==> config.mk <==
export PLATFORM = sky130hd
export DESIGN_NAME = flog_ctrl
export DESIGN_NICKNAME = d
export VERILOG_FILES = /design/src/rtl/flog_ctrl.sv
export SDC_FILE = /design/constraint.sdc
export NUM_CORES = 1
export LEC_CHECK = 0
export ABC_AREA = 1
export CELL_PAD_IN_SITES_DETAIL_PLACEMENT = 0
export CELL_PAD_IN_SITES_GLOBAL_PLACEMENT = 2
export CORE_ASPECT_RATIO = 1.25
export CORE_MARGIN = 8
export CORE_UTILIZATION = 25
export DETAILED_ROUTE_END_ITERATION = 12
export PLACE_DENSITY = 0.85
export SYNTH_ARGS = -nofsm -noshare
export SYNTH_HDL_FRONTEND = slang
export SYNTH_HIERARCHICAL = 1
export SYNTH_SLANG_ARGS = --single-unit
==> constraint.sdc <==
create_clock -name clk_i -period 1.79 [get_ports clk_i]
set_clock_uncertainty 0.1 [all_clocks]
set_input_delay 0.358 -clock clk_i [delete_from_list [all_inputs] [get_ports clk_i]]
set_output_delay 0.358 -clock clk_i [all_outputs]
set_load 0.005 [all_outputs]
==> src/rtl/flog_ctrl.sv <==
// flog_ctrl: front-end sequencer for the bfloat16 natural-log unit.
// Optional feature macro: FLOG_TIMEOUT_EN adds a bounded WAIT with a timeout_o flag.
// Ports:
//   clk_i, rst_ni                       clock, asynchronous active-low reset
//   op_valid_i, op_ready_o, op_i        operand handshake
//   core_start_o, core_op_o             issue to the multi-cycle log core
//   core_done_i, core_res_i             core completion pulse and result
//   res_valid_o, res_ready_i, res_o     result handshake
//   invalid_o, divzero_o, special_o     result flags, qualified by res_valid_o
//   timeout_o                           core did not answer in time (FLOG_TIMEOUT_EN only)
//   busy_o                              a transaction is in flight

// special_case_detector: resolves operands whose logarithm needs no core.
module special_case_detector #(
    parameter int EXP_WIDTH   = 8,
    parameter int FRACT_WIDTH = 7
) (
    input  logic [EXP_WIDTH+FRACT_WIDTH:0] op,
    output logic                           special,
    output logic [EXP_WIDTH+FRACT_WIDTH:0] res,
    output logic                           invalid,
    output logic                           divzero
);
    localparam logic [EXP_WIDTH+FRACT_WIDTH:0] QNAN = {1'b0, {EXP_WIDTH{1'b1}}, 1'b1, {(FRACT_WIDTH-1){1'b0}}};
    localparam logic [EXP_WIDTH+FRACT_WIDTH:0] NINF = {1'b1, {EXP_WIDTH{1'b1}}, {FRACT_WIDTH{1'b0}}};
    localparam logic [EXP_WIDTH+FRACT_WIDTH:0] PINF = {1'b0, {EXP_WIDTH{1'b1}}, {FRACT_WIDTH{1'b0}}};
    localparam logic [EXP_WIDTH+FRACT_WIDTH:0] ONE  = {2'b00, {(EXP_WIDTH-1){1'b1}}, {FRACT_WIDTH{1'b0}}};
    logic                   sign;
    logic [EXP_WIDTH-1:0]   ex;
    logic [FRACT_WIDTH-1:0] fr;
    logic                   ex_ones, ex_zero, nan;
    assign sign    = op[EXP_WIDTH+FRACT_WIDTH];
    assign ex      = op[EXP_WIDTH+FRACT_WIDTH-1:FRACT_WIDTH];
    assign fr      = op[FRACT_WIDTH-1:0];
    assign ex_ones = &ex;
    assign ex_zero = ~|ex;
    assign nan     = ex_ones & |fr;
    // Priority: NaN, zero/denormal (flushed), negative, +inf, exactly +1.0.
    assign special = ex_ones | ex_zero | sign | (op == ONE);
    assign res     = nan ? QNAN : ex_zero ? NINF : sign ? QNAN : ex_ones ? PINF : '0;
    // Only signaling NaNs (quiet bit clear) raise invalid on the NaN path.
    assign invalid = nan ? ~fr[FRACT_WIDTH-1] : (~ex_zero & sign);
    assign divzero = ~nan & ex_zero;
endmodule

module flog_ctrl #(
    parameter int EXP_WIDTH      = 8,
    parameter int FRACT_WIDTH    = 7,
    parameter int TIMEOUT_CYCLES = 64
) (
    input  logic                           clk_i,
    input  logic                           rst_ni,
    input  logic                           op_valid_i,
    output logic                           op_ready_o,
    input  logic [EXP_WIDTH+FRACT_WIDTH:0] op_i,
    output logic                           core_start_o,
    output logic [EXP_WIDTH+FRACT_WIDTH:0] core_op_o,
    input  logic                           core_done_i,
    input  logic [EXP_WIDTH+FRACT_WIDTH:0] core_res_i,
    output logic                           res_valid_o,
    input  logic                           res_ready_i,
    output logic [EXP_WIDTH+FRACT_WIDTH:0] res_o,
    output logic                           invalid_o,
    output logic                           divzero_o,
    output logic                           special_o,
`ifdef FLOG_TIMEOUT_EN
    output logic                           timeout_o,
`endif
    output logic                           busy_o
);
    localparam int W = EXP_WIDTH + FRACT_WIDTH + 1;
    localparam logic [W-1:0] QNAN = {1'b0, {EXP_WIDTH{1'b1}}, 1'b1, {(FRACT_WIDTH-1){1'b0}}};

    typedef enum logic [1:0] {IDLE, DECODE, WAIT, RESP} state_t;

    state_t       state_q, state_d;
    logic [W-1:0] op_q, res_q;
    logic [2:0]   flags_q;
    logic         det_special, det_invalid, det_divzero;
    logic [W-1:0] det_res;
    logic         ld_op, ld_spec, ld_core;

    special_case_detector #(
        .EXP_WIDTH  (EXP_WIDTH),
        .FRACT_WIDTH(FRACT_WIDTH)
    ) u_det (
        .op     (op_q),
        .special(det_special),
        .res    (det_res),
        .invalid(det_invalid),
        .divzero(det_divzero)
    );

`ifdef FLOG_TIMEOUT_EN
    localparam int CW = $clog2(TIMEOUT_CYCLES + 1);
    logic [CW-1:0] cnt_q;
    logic          timeout_q;
    logic          ld_to;
`endif

    always_ff @(posedge clk_i or negedge rst_ni)
        if (!rst_ni) state_q <= IDLE;
        else         state_q <= state_d;

    always_comb begin
        state_d      = state_q;
        ld_op        = 1'b0;
        ld_spec      = 1'b0;
        ld_core      = 1'b0;
        core_start_o = 1'b0;
`ifdef FLOG_TIMEOUT_EN
        ld_to        = 1'b0;
`endif
        unique case (state_q)
            IDLE: if (op_valid_i) begin
                ld_op   = 1'b1;
                state_d = DECODE;
            end
            DECODE: if (det_special) begin
                ld_spec = 1'b1;
                state_d = RESP;
            end else begin
                core_start_o = 1'b1;
                state_d      = WAIT;
            end
            WAIT: begin
                if (core_done_i) begin
                    ld_core = 1'b1;
                    state_d = RESP;
                end
`ifdef FLOG_TIMEOUT_EN
                // This cycle's increment would reach the limit; a done in the same cycle wins above.
                else if (cnt_q == CW'(TIMEOUT_CYCLES - 1)) begin
                    ld_to   = 1'b1;
                    state_d = RESP;
                end
`endif
            end
            RESP: if (res_ready_i) state_d = IDLE;
            default: state_d = IDLE;
        endcase
    end

    // flags_q = {invalid, divzero, special}
    always_ff @(posedge clk_i or negedge rst_ni)
        if (!rst_ni) begin
            op_q    <= '0;
            res_q   <= '0;
            flags_q <= '0;
        end else begin
            if (ld_op) op_q <= op_i;
            if (ld_spec) begin
                res_q   <= det_res;
                flags_q <= {det_invalid, det_divzero, 1'b1};
            end
            if (ld_core) begin
                res_q   <= core_res_i;
                flags_q <= '0;
            end
`ifdef FLOG_TIMEOUT_EN
            if (ld_to) begin
                res_q   <= QNAN;
                flags_q <= 3'b100;
            end
`endif
        end

`ifdef FLOG_TIMEOUT_EN
    always_ff @(posedge clk_i or negedge rst_ni)
        if (!rst_ni) begin
            cnt_q     <= '0;
            timeout_q <= 1'b0;
        end else begin
            if (state_q == DECODE) cnt_q <= '0;
            else if (state_q == WAIT && !core_done_i) cnt_q <= cnt_q + CW'(1);
            if (ld_to) timeout_q <= 1'b1;
            else if (state_q == RESP && res_ready_i) timeout_q <= 1'b0;
        end

    assign timeout_o = timeout_q;
`endif

    assign op_ready_o  = state_q == IDLE;
    assign busy_o      = state_q != IDLE;
    assign res_valid_o = state_q == RESP;
    assign core_op_o   = op_q;
    assign res_o       = res_q;
    assign invalid_o   = flags_q[2];
    assign divzero_o   = flags_q[1];
    assign special_o   = flags_q[0];
endmodule
Word level (Yosys, flattened, before mapping)
Index checks and enable logic that the tools add are counted.

Eq/ne operators: 7. Muxes and demuxes: 22. Bitwise logic cells: 8. Reductions and logical operators: 8.

Operators by type and width (count): $mux W16 (5); $eq A16 B14 Y1 const B (1); $mux W15 (1); $mux W1 (10); $pmux W2 S4 (1); $reduce_and A8 Y1 (1); $reduce_or A8 Y1 (1); $reduce_or A7 Y1 (1); $mux W2 (3); $mux W3 (2); $eq A2 B2 Y1 const B (2); $ne A2 B2 Y1 const B (2); $reduce_bool A2 Y1 (2); $and A1 B1 Y1 (3); $or A1 B1 Y1 (3); $reduce_and A3 Y1 (1); $eq A2 B1 Y1 const B (1); $logic_not A2 Y1 (1); $ne A2 B1 Y1 const B (1); $not A1 Y1 (2); $logic_not A1 Y1 (1).

Register bits after elaboration: 37. Output and inout port bits: 39. Word-level logic and storage cells: 49.

Depth between registers and ports, before layout
Gate-level depths: netlist of the first run.

Depth in word-level cells: 9. Gate-level depth with buffers: 11. Gate-level depth less buffers: 11.

By module
The synthesis of the first run kept the hierarchy.

By module, submodules not included: flog_ctrl (times used 1, cells an instance 204, area an instance 1821.7 µm², sequential area each 925.9 µm²); special_case_detector (times used 1, cells an instance 67, area an instance 316.6 µm², sequential area each 0.0 µm²).

Worst setup path before layout of the first run
OpenSTA, ideal clock, no wires.

Kind: reg2reg. Start point: register op_q[14] (netlist: core_op_o[14]). End point: register res_q[2] (netlist: res_o[2]). Arrival time: 1.386 ns. Data required time: 1.564 ns. Slack: 0.179 ns. Cell stages (with the launch flop): 10. Path buffers: 1. Period minus slack after synthesis: 1.611 ns. Cells stage by stage: dfrtp_1 nor2_1 nand2_1 nor2_2 nor2_1 nand2_1 nand2_2 buf_6 o21ai_0 a21oi_1.

Cells in the longest elaborated chain, start to end: 8. Elaborated cells on any way between the ends: 15. Classes of those cells: 1 x eq/ne; 6 x mux; 4 x bitwise; 4 x reduce/logical.

RTL lines: start, declared (RTL line 77) `logic [W-1:0] op_q, res_q;`; start signal, assigned (RTL line 151) `if (ld_op) op_q <= op_i;`; $reduce_or A8 Y1 (RTL line 36) `assign ex_zero = ~|ex;`; $logic_not A1 Y1 (RTL line 36); $or A1 B1 Y1 (2 in series) (RTL line 39) `assign special = ex_ones | ex_zero | sign | (op == ONE);`; $or A1 B1 Y1 (*) (RTL line 39); net det_special (RTL line 79) `logic det_special, det_invalid, det_divzero;`; $mux W1 (*) (RTL line 119) `DECODE: if (det_special) begin`; $mux W1 (*) (RTL line 114) `unique case (state_q)`; $reduce_bool A2 Y1 (no line) (*); end signal, assigned (RTL line 153) `res_q <= det_res;`; end signal, assigned (RTL line 157) `res_q <= core_res_i;`; end, declared (RTL line 77).

Mark *: on every way through the listed nets, which the timed path passes. The rest lies on a longest branch. The select of a mux whose other input is x is not followed. A chain may end at the register's enable or synchronous reset.

Final worst setup path of the first run
Start point: register op_q[12] (netlist: core_op_o[12]). End point: output core_start_o.

Cells in the longest elaborated chain, start to end: 7. Elaborated cells on any way between the ends: 9. Classes of those cells: 1 x eq/ne; 2 x mux; 3 x bitwise; 3 x reduce/logical.

RTL lines: $reduce_or A8 Y1 (RTL line 36); $logic_not A1 Y1 (RTL line 36); $or A1 B1 Y1 (2 in series) (RTL line 39); $or A1 B1 Y1 (*) (RTL line 39); net det_special (RTL line 79); $mux W1 (*) (RTL line 119); $mux W1 (*) (RTL line 114); end, declared (RTL line 56) `output logic core_start_o,`.

Mark *: on every way through the listed nets, which the timed path passes. The rest lies on a longest branch.

==> flow_summary_export.csv, run 1 <==
group,metric,value,unit
outcome,status,"finished with violations",
outcome,violations,"negative setup slack",
sta,rsz0062_at_grt,"yes",
sta,min_period,1.82,ns
drt,routedWlPerCell,12.5,microns
floorplanning,die_h,119,microns
cts,clk_pin_slew_worst_paths,0.08,ns
global_route,grt_pass1_wl,10.2,mm
critical_path,reg2reg_depth,10,
power_and_ir_drop,powerDensity,1640,mW/mm^2
cells_and_area,drive_above_1_share,23.1,%
critical_path,path_depth,7,
yosys,mappedNetlistArea,0.00214,sq mm
global_route,grt_max_degree,21,
cells_and_area,fill_cells,860,
floorplanning,core_area,0.00829,sq mm
critical_path,cp_max_fo,3,
cells_and_area,area_growth,55.4,%
floorplanning,num_rows,37,
drt,viasPerCell,4.21,
cells_and_area,fin_util,40.1,%
global_route,grt.total_usage,10.4,%
cts,cts_made_buffers,5,
yosys,ys_seq_area_share,43.3,%
yosys,synth_cells,271,
cells_and_area,nets,416,
critical_path,cp.arrival,1.36,ns
yosys,yosys_warnings,6,
cells_and_area,final_cell_mix,"nand2_1 (65), clkdlybuf4s50_1 (65), nand3_1 (41), buf_4 (40), dfrtp_1 (37)",
yosys,ys_ff_latch,37,
critical_path,cp_slowest_cell,"dfrtp_1",
critical_path,critPathLaunchType,"flop",
cts,clk-insertion-delay-late,0.28,ns
placed_design,globalplace.congestion,0.758,
sta,setup_violations,1,
sta,hold_viol,0,
global_route,overflow,0,
cts,ctsHtreeMaxLevel,2,
min_path,whs_endpoint,"flags_q[1]",
critical_path,critPathRequiredTime,1.33,ns
placed_design,port_buffers,75,
global_route,grt_pass1_vias,2111,
drt,firstDrtPassIters,4,
floorplanning,die_w,98.7,microns
critical_path,crit_path_max_incr_delay,0.37,ns
sta,clock.fmax,0.551,GHz
drt,wirelength,5.91,mm
power_and_ir_drop,leakage,1.64,nW
drt,drt-initial-drc-count,63,
sta,fin_ws,-0.0265,ns
placed_design,place_hpwl,4.64,mm
yosys,yosys.cell_types.count,21,
critical_path,cp_top_family,"simple AND/OR/NAND/NOR gates",
cts,cts.sinks,37,
yosys,syn_area_per_cell,7.89,sq um
drt,vias,1989,
drt,drc_errors,0,
cts,cts_tree,"done",
cts,root_buffer,"clkbuf_8",
global_route,antenna_found_initial,0,
min_path,hp-start,"flags_q[1]",
min_path,hold_class,"reg -> reg",
critical_path,critPathBufInv,2,
critical_path,crit_chain,"nand2_1 -> buf_4 -> nor3_2 -> nand3_1 -> nand2_2 -> nor2_1 -> buf_2",
placed_design,dpl_worst_slack,-0.168,ns
critical_path,rr_startpoint,"core_op_o[7]",
floorplanning,ios,76,
sta,fin_crit_sh,101,%
cells_and_area,n_antenna_cell,0,
yosys,synth.top_cell.area_share,43.3,%
yosys,yosysTopAreaCell,"dfrtp_1",
run,maxCapViolCount,0,
critical_path,r2r_slack,0.11,ns
floorplanning,start_util,25.8,%
min_path,hold_depth,2,
yosys,yosys-top-cells-area,"dfrtp_1 (43%), nand2_1 (12%), nand3_1 (9.6%)",
floorplanning,die_area,0.0118,sq mm
sta,finalMaxSlewViolations,0,
critical_path,worstSetupEndpointType,"output pin",
power_and_ir_drop,ir_drop,397,uV
drt,ant_nets,0,
cts,clock_path_buffers,2,
critical_path,r2r_end,"res_o[7]",
critical_path,crit_type,"reg -> out",
-- kinds of logic after synthesis --
kind of cell / share of synthesized area [%]
flip-flops: 43.3
adder cells (fa/ha/maj): 2.34
buffers and inverters: 14.9
AND/OR/NAND/NOR: 29.7
AO/OA/AOI/OAI: 9.60
other: 0.175
-- power breakdown --
part	switching, W	leakage, nW	internal [W]
Sequential	0.000230	0.450	0.00125
Combinational	0.00153	1.13	0.00177
Clock	0.000299	0.0542	0.000348
-- sequential cells by signal, indices dropped and copies added (netlist names) --
register,count
core_op_o,16
res_o,16
flags_q,3
state_q,2
-- final cells by class --
class                      count  area [sq um]  share of cell area, %
sequential                    37           926                   27.9
clock buffer                   7          96.3                   2.90
tap                           97           121                   3.65
inverter                      24          93.8                   2.82
multi-input combinational    188           977                   29.4
timing repair buffer         119          1100                   33.2
clock inverter                 1          5.00                  0.151
-- through the flow --
step | power, W | hold slack [ns] | instance area [sq um] | setup TNS (ns) | instances
after global routing | 0.00596 | 0.423 | 3320 | -0.160 | 473
after floorplan | 0.00312 | -0.0376 | 2160 | 0 | 276
after CTS | 0.00536 | 0.387 | 3230 | -0.0555 | 468
after detailed placement | 0.00462 | 0.244 | 3080 | -0.209 | 455
after global placement | 0.00458 | 0.242 | 3080 | -0.164 | 455
final | 0.00544 | 0.380 | 3320 | -0.0265 | 473
-- worst max path at each step --
stage                   from      endpoint  slack, ns
2_1_floorplan  core_op_o[14]      res_o[2]       0.18
3_3_place_gp   core_op_o[10]  core_start_o      -0.15
3_5_place_dp   core_op_o[10]  core_start_o      -0.17
4_1_cts        core_op_o[12]  core_start_o      -0.06
5_1_grt        core_op_o[11]  core_start_o      -0.14
6_report       core_op_o[12]  core_start_o      -0.03
-- repair_timing --
| action | 4_1_cts | 5_1_grt |
|---|---|---|
| hold endpoints to repair | 17 | 0 |
| hold buffers | 1 | 0 |
| endpoints found under the setup margin | 11 | 23 |
| gates resized for setup | 17 | 29 |
| setup buffers | 4 | 5 |
| pin swaps | 1 | 6 |
-- layer usage --
metal,GRT usage [%],up-vias,share of wire (%)
met2,18.0,61,50
li1,-,1049,-
met3,3.61,4,6.5
met1,12.0,875,43
met5,0,-,0
met4,2.60,0,0.66
-- synthesized netlist by cell type (all sizes together) --
library cell	instances
a21oi	15
buf	27
conb	1
dfrtp	37
ha	4
inv	24
nand2	71
nand3	43
nor2	31
nor3	1
o21ai	17
-- worst reg2reg max path: stages (launching register included) --
cell and delay (ns):
dfrtp_1 0.39, nand2_1 0.10, nor2_1 0.05, nand2_1 0.06, nand2_1 0.06, nor2_2 0.13
buf_4 0.12, buf_4 0.10, clkinvlp_4 0.20, o21ai_2 0.21, a21oi_2 0.06
Power figures use the tool's default switching activity.
==> inputs of run 2 (changes only) <==
Settings changed: CORE_ASPECT_RATIO 1.25 to unset.
==> run 2 against run 1 <==
Effect of this change: the flow still finishes with violations (negative setup slack); power up 2.9%; critical endpoint unchanged; design area up 2.0%; register-to-register slack worse by 0.13 ns; global-route usage about the same; first-iteration DRC count down 52%; setup slack worse by 0.012 ns; sequential power up 3%; wire length up 2.9%.
==> flow_summary_export.csv, run 2 (synthesis results as in run 1) <==
group,metric,value,unit
outcome,status,"finished with violations",
outcome,violations,"negative setup slack",
cts,cts_hold_buffers,0,
global_route,grt_pass1_wl,9.90,mm
critical_path,crit_path_max_incr_delay,0.39,ns
critical_path,cp_slowest_cell,"dfrtp_1",
global_route,grt_max_degree,38,
drt,wirelength,6.08,mm
floorplanning,start_util,25.9,%
global_route,grt.total_usage,10.4,%
cells_and_area,n_antenna_cell,0,
drt,routedWlPerCell,12.7,microns
floorplanning,die_w,108,microns
sta,finalMaxSlewViolations,0,
cells_and_area,drive_above_1_share,25.1,%
drt,drc_errors,0,
power_and_ir_drop,pwr-share-clk,9.9,%
placed_design,dpl_worst_slack,-0.197,ns
sta,rsz0062_at_grt,"yes",
cells_and_area,fill_cells,889,
power_and_ir_drop,internal_power,0.00342,W
sta,tns,-0.0930,ns
global_route,overflow,0,
sta,clock.fmax,0.547,GHz
cts,clk_pin_slew_worst_paths,0.07,ns
critical_path,worstSetupEndpointType,"output pin",
run,maxCapViolCount,0,
cells_and_area,multiInputGateArea,0.00104,sq mm
placed_design,port_buffers,75,
cts,clock_path_buffers,2,
critical_path,critPathRequiredTime,1.33,ns
critical_path,crit_type,"reg -> out",
sta,setup_violations,7,
cts,ctsHtreeMaxLevel,2,
cells_and_area,final_cell_mix,"nand2_1 (62), clkdlybuf4s50_1 (61), nand3_1 (40), dfrtp_1 (37), buf_4 (33)",
power_and_ir_drop,netSwitchingFraction,38.9,%
critical_path,r2r_slack,-0.02,ns
cts,cts_tree,"done",
critical_path,critPathBufInv,2,
floorplanning,die_area,0.0118,sq mm
placed_design,globalplace.congestion,0.765,
floorplanning,die_h,108,microns
critical_path,critPathLaunchType,"flop",
drt,ant_nets,0,
sta,hold_viol,0,
min_path,hold_class,"in -> async",
critical_path,cp_max_fo,3,
cts,cts_made_buffers,5,
drt,drt-initial-drc-count,30,
power_and_ir_drop,p_sw,0.00218,W
global_route,grt_pass1_vias,2030,
placed_design,place_hpwl,4.56,mm
cts,clk-insertion-delay-late,0.28,ns
critical_path,crit_end,"core_start_o",
critical_path,cp_common_cell,"nand2_2",
cells_and_area,final-seq-area,926,sq um
cells_and_area,area_growth,58.6,%
critical_path,crit_chain,"nand2_2 -> buf_6 -> nor3_4 -> nand3_2 -> nand2_2 -> nor2_1 -> buf_2",
critical_path,crit_path_start,"core_op_o[12]",
drt,vias,1961,
power_and_ir_drop,ir_drop,592,uV
critical_path,rr_startpoint,"core_op_o[7]",
global_route,antenna_found_initial,0,
sta,fin_ws,-0.0387,ns
power_and_ir_drop,leakage,1.70,nW
sta,fin_crit_sh,102,%
critical_path,path_depth,7,
critical_path,cp_top_family,"simple AND/OR/NAND/NOR gates",
drt,viasPerCell,4.09,
drt,firstDrtPassIters,4,
cts,root_buffer,"clkbuf_8",
power_and_ir_drop,powerDensity,1650,mW/mm^2
floorplanning,ios,76,
cells_and_area,final_common_cell,"nand2_1",
critical_path,reg2reg_depth,13,
power_and_ir_drop,sequentialPowerShare,27.3,%
cells_and_area,nets,414,
critical_path,r2r_end,"res_o[4]",
critical_path,cp.arrival,1.37,ns
cts,cts.sinks,37,
floorplanning,num_rows,33,
floorplanning,core_area,0.00826,sq mm
sta,min_period,1.83,ns
power_and_ir_drop,p_comb_share,62.8,%
-- run 2: power by group through the flow --
| stage | clock (W) | sequential (W) | combinational [W] |
|---|---|---|---|
| floorplan | 0 | 0.00157 | 0.00155 |
| global placement | 0 | 0.00149 | 0.00315 |
| detailed placement | 0 | 0.00151 | 0.00317 |
| CTS | 0.000588 | 0.00149 | 0.00327 |
| global route | 0.000623 | 0.00158 | 0.00392 |
| finish | 0.000556 | 0.00153 | 0.00351 |
-- run 2: per-stage QoR --
step	hold slack, ns	cell area [sq um]	util [%]	total power (W)	std cells
floorplan	-0.0376	2160	-	0.00312	276
global placement	0.334	3100	37.5	0.00464	466
detailed placement	0.341	3100	37.5	0.00468	466
CTS	0.0303	3220	39.0	0.00535	476
global route	0.0491	3390	41.1	0.00612	479
finish	0.00883	3390	41.1	0.00560	479
-- run 2: worst register-to-register path: cells and delay by family, from the launching register on --
kind | cells | cell delay, ns
and+or+nand+nor | 9 | 0.74
buffers and inverters | 3 | 0.40
DFF | 1 | 0.40
AOI/OAI and AO/OA | 1 | 0.05
-- run 2: worst min path at each step --
stage                              end  slack, ns  cells past startpoint
after floorplan           core_op_o[0]      -0.04                      0
after global placement       res_o[10]       0.33                      2
after detailed placement      res_o[9]       0.34                      2
after CTS                   flags_q[2]       0.03                      2
after global routing          res_o[9]       0.05                      2
final                         res_o[7]      0.009                      2
-- run 2: layout make-up --
cell class,count,share of cell area [%]
Sequential cell,37,27.3
Tap cell,105,3.87
Multi-Input combinational cell,189,30.7
Inverter,24,2.84
Timing Repair Buffer,116,32.9
Clock buffer,8,2.36
-- run 2: timing repair --
action                                  CTS  global route
endpoints found under the setup margin   21            24
pin swaps                                 4             9
buffers inserted                          2             2
gates cloned                              0             1
gates resized for setup                  16            46
-- run 2: metal layers --
layer | GRT usage, % | part of all wire [%]
met1 | 12.7 | 46
met2 | 16.8 | 46
met3 | 3.75 | 8.1
met4 | 2.93 | 0.35
met5 | 0 | 0
